`src/rtl/regfile_wb.sv`:
```
// Architectural integer register file fed by the MEM/WB write-back port.
// Two combinational read ports with same-cycle write-to-read bypass and a committed-write counter.
module regfile_wb #(
   parameter int unsigned DATA_W   = 32,
   parameter int unsigned ADDR_W   = 5,
   parameter int unsigned NUM_REGS = 32,
   parameter int unsigned CNT_W    = 32
) (
   input  logic              clk,
   input  logic              rst,
   input  logic [DATA_W-1:0] wb_rd_data,
   input  logic [ADDR_W-1:0] wb_rd_addr,
   input  logic              wb_rd_enable,
   input  logic              rs1_enable,
   input  logic [ADDR_W-1:0] rs1_addr,
   output logic [DATA_W-1:0] rs1_data,
   input  logic              rs2_enable,
   input  logic [ADDR_W-1:0] rs2_addr,
   output logic [DATA_W-1:0] rs2_data,
   output logic [CNT_W-1:0]  wr_count
);

   logic [DATA_W-1:0] mem_q [NUM_REGS];
   logic [CNT_W-1:0]  wr_count_q;
   logic              wr_in_range;
   logic              commit;

   logic [1:0]        rd_en;
   logic [1:0]        rd_in_range;
   logic [ADDR_W-1:0] rd_addr [2];
   logic [DATA_W-1:0] rd_data [2];

   assign rd_en      = {rs2_enable, rs1_enable};
   assign rd_addr[0] = rs1_addr;
   assign rd_addr[1] = rs2_addr;
   assign rs1_data   = rd_data[0];
   assign rs2_data   = rd_data[1];
   assign wr_count   = wr_count_q;

   // Range checks only exist when the index space is larger than the array.
   if (NUM_REGS < (2 ** ADDR_W)) begin : g_range
      assign wr_in_range    = (32'(wb_rd_addr) < NUM_REGS);
      assign rd_in_range[0] = (32'(rs1_addr) < NUM_REGS);
      assign rd_in_range[1] = (32'(rs2_addr) < NUM_REGS);
   end else begin : g_full
      assign wr_in_range = 1'b1;
      assign rd_in_range = 2'b11;
   end

   assign commit = wb_rd_enable && (wb_rd_addr != '0) && wr_in_range;

   always_ff @(posedge clk) begin
      if (rst) begin
         for (int i = 0; i < int'(NUM_REGS); i++) begin
            mem_q[i] <= '0;
         end
         wr_count_q <= '0;
      end else if (commit) begin
         mem_q[wb_rd_addr] <= wb_rd_data;
         wr_count_q        <= wr_count_q + CNT_W'(1);
      end
   end

   for (genvar p = 0; p < 2; p++) begin : g_rd
      always_comb begin
         rd_data[p] = '0;
         if (rst || !rd_en[p] || (rd_addr[p] == '0)) begin
            rd_data[p] = '0;
         end else if (wb_rd_enable && (wb_rd_addr == rd_addr[p])) begin
            rd_data[p] = wb_rd_data;
         end else if (rd_in_range[p]) begin
            rd_data[p] = mem_q[rd_addr[p]];
         end
      end
   end

endmodule
```
`config.mk`:
```
export PLATFORM = sky130hd
export DESIGN_NAME = regfile_wb
export DESIGN_NICKNAME = d
export VERILOG_FILES = /design/src/rtl/regfile_wb.sv
export SDC_FILE = /design/constraint.sdc
export NUM_CORES = 2
export LEC_CHECK = 0
export BUFFER_PORTS_ARGS = -buffer_cell sky130_fd_sc_hd__buf_4
export CORE_MARGIN = 2
export CORE_UTILIZATION = 55
export DETAILED_ROUTE_END_ITERATION = 8
export PLACE_DENSITY_LB_ADDON = 0.12
export SLEW_MARGIN = 15
export SYNTH_ARGS = -nofsm -noshare
export SYNTH_HDL_FRONTEND = slang
export SYNTH_SLANG_ARGS = --single-unit
```
`constraint.sdc`:
```
create_clock -name clk -period 2.3 [get_ports clk]
set_input_delay 0.115 -clock clk [delete_from_list [all_inputs] [get_ports clk]]
set_output_delay 0.115 -clock clk [all_outputs]
set_load 0.005 [all_outputs]
```
Word-level counts from Yosys, hierarchy flattened
Memories as Yosys holds them, arrays and structs flattened.
Index checks and enable logic that the tools add are counted.
- flip-flop bits (word level): 32
- output and inout bits: 96
- RAM bits: 1024
- memories kept: 1
- add/subtract/negate cells: 1
- eq/ne operators: 2
- muxes and demuxes: 12
- reduce and logical (&&, ||, !) cells: 13
- memory list (memory ; words ; bits a word ; read ports ; clocked after Yosys merged registers in ; wr ports ; line ; source):
    mem_q ; 32 ; 32 ; 2 ; 0 ; 32 ; 23 ; logic [DATA_W-1:0] mem_q [NUM_REGS];
- operators by type and width (cell ; number):
    32-bit 2-to-1 mux ; 5
    32-bit by 1-bit adder with 32-bit output, second input constant ; 1
    32-bit OR reduction ; 1
    5-bit equality test ; 2
    5-bit zero test ; 2
    1-bit 2-to-1 mux ; 6
    5-bit 2-to-1 mux ; 1
    5-bit nonzero test ; 1
    1-bit logical OR ; 4
    1-bit logical AND ; 3
    1-bit zero test ; 2

Logic depth before layout (Yosys ltp)
- word-level depth: 7
- depth in mapped cells: 9
- depth with buffers taken out: 5

Least setup slack after synthesis
OpenSTA, ideal clock, no wires.
- path kind: input to register
- start point: in wb_rd_addr[0]
- end point: mem mem_q[12][0], enable pin
- setup slack: -143 ps
- stages on the path: 6
- library setup time: 391 ps
- path buffers: 2
- arrival time: 2053 ps
- path through: buf_2 or2_1 or3_1 buf_6 nor2_4 or2_1
- RTL lines (what ; line ; source):
    start: declaration ; 12 ; input logic [ADDR_W-1:0] wb_rd_addr,
    end: declaration ; 23 ;

==> results.txt <==
----------------------------------------------------
[Die]
  Number of primary I/O pins ... 148
  Core Region ... 0.103 sq mm
  X dimension of the die ... 326 um
  Std-Cell Rows ... 118
  Starting utilization of the core area ... 0.553
  Height of the die ... 326 um
  DIE AREA ... 0.106 sq mm

[Critical path]
  Critical path start-end classification ... reg -> out
  Critical-path cell with the highest stage delay ... sky130_fd_sc_hd__mux4_2
  Capturing element type of the critical path ... primary output
  Category of the worst setup path launch point ... flop
  Max stage delay on crit path ... 0.49 ns
  Buffers plus inverters on the worst setup path ... 2
  Top cell family by delay on the critical path ... compound AO/OA/AOI/OAI gates
  Worst-path maximum fanout ... 2
  Arrival time worst endpoint ... 2.62 ns
  Critical-path cell list ... mux4_2 -> a22oi_2 -> o21ai_1 -> buf_4 -> a221o_1 -> buf_4
  Most frequent CP cell ... sky130_fd_sc_hd__buf_4
  Worst EP required ... 2.18 ns

[Logic synthesis]
  Number of warnings issued by yosys ... 0
  Synthesized area divided by synthesized cell count ... 14.3 sq um
  Cell count after synthesis ... 3995
  Async set or reset register ratio after synthesis ... 0
  Share of synthesized area occupied by flip-flops and latches ... 0.550
  Count of flip-flops with a built-in enable after synthesis ... 1024
  Count of state elements after synthesis ... 1056
  Area share of the largest cell type after synthesis ... 0.538
  Netlist Area Pre-Place ... 0.0571 sq mm
  Synth cell types ... 64
  Cell types with the largest area share after synthesis ... sky130_fd_sc_hd__edfxtp_1 (54%), sky130_fd_sc_hd__mux4_2 (16%), sky130_fd_sc_hd__and2_1 (11%), sky130_fd_sc_hd__mux2i_1 (4.2%), sky130_fd_sc_hd__a221oi_1 (1.8%)
  Cell taking the most area after synthesis ... sky130_fd_sc_hd__edfxtp_1
  Ys flop type ... sky130_fd_sc_hd__edfxtp_1

[Timing]
  Worst hold-check slack ... 0.0922 ns
  Accumulated negative setup slack ... -16.67 ns
  Final clock period utilization by the worst path ... 1.19
  Max Fclk ... 0.365 GHz
  Fin. max-slew vios ... 0
  RSZ-0062 raised after global routing ... yes
  Worst Max-Slew Pin Slew ... 1.11 ns
  Min Tclk post-route ... 2.74 ns
  Number of hold violations in the final report ... 0
  Clock Skews ... 0.00975 ns
  Final count of negative-setup-slack endpoints ... 64
  Worst Slack Setup Final ... -0.440 ns
  Worst-case headroom to the max-slew limit ... 0.257

[Finish]
  Growth of design area from synthesis to finish ... 20.1%
  Post-layout net count ... 4393
  Final design instance area without fill ... 0.0686 sq mm
  Non-filler instance count after layout ... 5823
  Layout cell share with drive strength beyond 1 ... 0.338

[Worst hold path]
  HP Class ... in -> reg

[Placed design]
  Placement Setup Slack ... -0.240 ns
  Placer's final routability congestion estimate ... 0.907
  Placed instance area ... 0.0628 sq mm
  DP Cell Count ... 5587
  Detailed-placement wirelength estimate ... 125000 um
  Port Buf Inserts ... 147

[Global routing]
  Overall track demand over capacity in global routing ... 0.373
  Number of global-route vias before repair ... 39900
  Wire length of the first global-routing pass ... 282000 um
  Initial antenna violation count ... 10
  Global route overflow ... 0
  Largest net degree at the start of global routing ... 41

[Clocking]
  # clock sinks ... 1056
  Clock buffers created by TritonCTS ... 116
  Clock transition at the registers of the reported paths ... 0.06 ns
  Clock insertion delay at the later pin of the skew report ... 0.72 ns
  TritonCTS clock tree ... built
  Clk Tree Root Cell ... sky130_fd_sc_hd__clkbuf_16
  H-tree level count ... 3
  Maximum buffer depth of the clock tree ... 3

[Routing]
  DRC violation count after routing ... 0
  Routed length per placed instance ... 34.0 um
  Pre-Repair DR Iteration Count ... 6
  Remaining number of nets flagged by the antenna check after routing ... 0
  Uppermost signal routing layer after detailed routing ... met5
  Routed via count ... 39400
  Detailed-routing wirelength on met1 ... 73500 um
  Final WL ... 198000 um
  Via density per instance ... 6.76
  Wire length on met2 ... 88700 um
  Number of DRC markers in iteration 0 ... 5232
  WL met3 ... 25200 um

[Pwr]
  Pleak ... 0.0244 uW
  Power per standard cell area ... 710 mW/mm^2
  Peak supply drop ... 0.580 mV

[Status]
  Status ... finished, violations left
  Violations in the final reports ... negative setup slack

[Run]
  Maxcap violations ... 0

----------------------------------------------------
registers in the layout (all words and copies together) (netlist names):
signal    cells
mem_q      1024
wr_count     32
kinds of logic (layout without fill, tap and decap cells):
family,count (synthesis),count (layout),synth area share
XOR/XNOR,32,32,0.00504
adder cells (fa/ha/maj),1,1,0.000219
AO/OA/AOI/OAI,526,526,0.0690
buffers and inverters,427,842,0.0401
multiplexers,640,640,0.199
other,1,34,0.0000657
flip-flops,1056,1056,0.550
AND/OR/NAND/NOR,1312,1312,0.137
cells in the final DEF, fill, tap and decap left out, drive strengths merged, types with 35 or more instances in the layout:
| cell type | count |
|---|---|
| mux2i | 239 |
| mux4 | 395 |
| clkbuf | 136 |
| clkinv | 55 |
| a22oi | 107 |
| and2 | 997 |
| a221o | 46 |
| buf | 578 |
| edfxtp | 1024 |
| o22ai | 37 |
| dlygate4sd3 | 35 |
| nor2 | 161 |
| a221oi | 119 |
| or2 | 37 |
| o21ai | 102 |
synth_stat cells (7+ instances only):
master / number
sky130_fd_sc_hd__nor2_4: 7
sky130_fd_sc_hd__buf_2: 71
sky130_fd_sc_hd__o21ai_1: 39
sky130_fd_sc_hd__dfxtp_1: 32
sky130_fd_sc_hd__nor2b_1: 9
sky130_fd_sc_hd__a211oi_1: 24
sky130_fd_sc_hd__mux4_2: 395
sky130_fd_sc_hd__xnor2_1: 28
sky130_fd_sc_hd__inv_1: 9
sky130_fd_sc_hd__nor2_1: 152
sky130_fd_sc_hd__buf_4: 38
sky130_fd_sc_hd__a21oi_1: 33
sky130_fd_sc_hd__nor3_1: 15
sky130_fd_sc_hd__mux2i_1: 239
sky130_fd_sc_hd__nand2b_1: 9
sky130_fd_sc_hd__a2111oi_1: 7
sky130_fd_sc_hd__nand3b_1: 7
sky130_fd_sc_hd__a221oi_1: 119
sky130_fd_sc_hd__a22o_1: 16
sky130_fd_sc_hd__a221o_1: 46
sky130_fd_sc_hd__nor4_1: 7
sky130_fd_sc_hd__or3_1: 8
sky130_fd_sc_hd__a22oi_1: 107
sky130_fd_sc_hd__buf_1: 8
sky130_fd_sc_hd__o21bai_1: 23
sky130_fd_sc_hd__buf_6: 56
sky130_fd_sc_hd__or2_1: 10
sky130_fd_sc_hd__o22ai_1: 37
sky130_fd_sc_hd__edfxtp_1: 1024
sky130_fd_sc_hd__nand2_1: 24
sky130_fd_sc_hd__or2_2: 27
sky130_fd_sc_hd__clkbuf_1: 241
sky130_fd_sc_hd__nand3_1: 15
sky130_fd_sc_hd__o21ai_0: 61
sky130_fd_sc_hd__and2_1: 996
worst paths after layout:
path	startpoint	to	slack, ns	cells after the start
hold reg to reg	wr_count[30]$_SDFFE_PP0P_	wr_count[30]$_SDFFE_PP0P_	0.53	2
hold / removal	rst	wr_count[4]$_SDFFE_PP0P_	0.09	3
setup / recovery	mem_q[30][4]$_SDFFCE_PN0P_	rs1_data[4]	-0.44	6
setup reg to reg	wr_count[4]$_SDFFE_PP0P_	wr_count[26]$_SDFFE_PP0P_	0.41	6
tightest hold or removal path: cells and delay by family:
kind / cells / cell delay [ns]
AND/OR/NAND/NOR: 1 / 0.14
buffers and inverters: 2 / 0.51
repair_timing:
action,4_1_cts,5_1_grt
cloned,0,0
buffers inserted,10,11
pin swaps,130,90
resized for setup,240,99
hold buffers,35,0
hold endpoints to repair,1006,0
endpoints found under the setup margin,64,64
layout make-up:
class | instances | area, sq um
fill | 7235 | 34600
sequential | 1056 | 31400
multi-input combinational | 2543 | 25400
timing repair buffer | 613 | 6140
clock buffer | 136 | 3040
tap | 1380 | 1730
clock inverter | 83 | 841
inverter | 10 | 37.5
antenna | 2 | 5.00
metal layers:
layer | vias to the layer above | global-route usage
met3 | 494 | 0.0967
met2 | 2739 | 0.560
li1 | 16100 | -
met5 | - | 0.00444
met1 | 20100 | 0.506
met4 | 8 | 0.187
metrics by stage:
stage                      util  power (uW)
after floorplan               -       26300
after global placement    0.609       29000
after detailed placement  0.609       29200
after CTS                 0.659       48500
after global routing      0.665       49800
final                     0.665       48700
power breakdown:
group	total (uW)	leakage, uW	switching (uW)	internal (uW)
sequential	22600	0.0100	531	22100
combinational	6820	0.0125	3830	2990
clock	19200	0.00188	7990	11200
No activity file was read; power rests on OpenSTA's default activity.
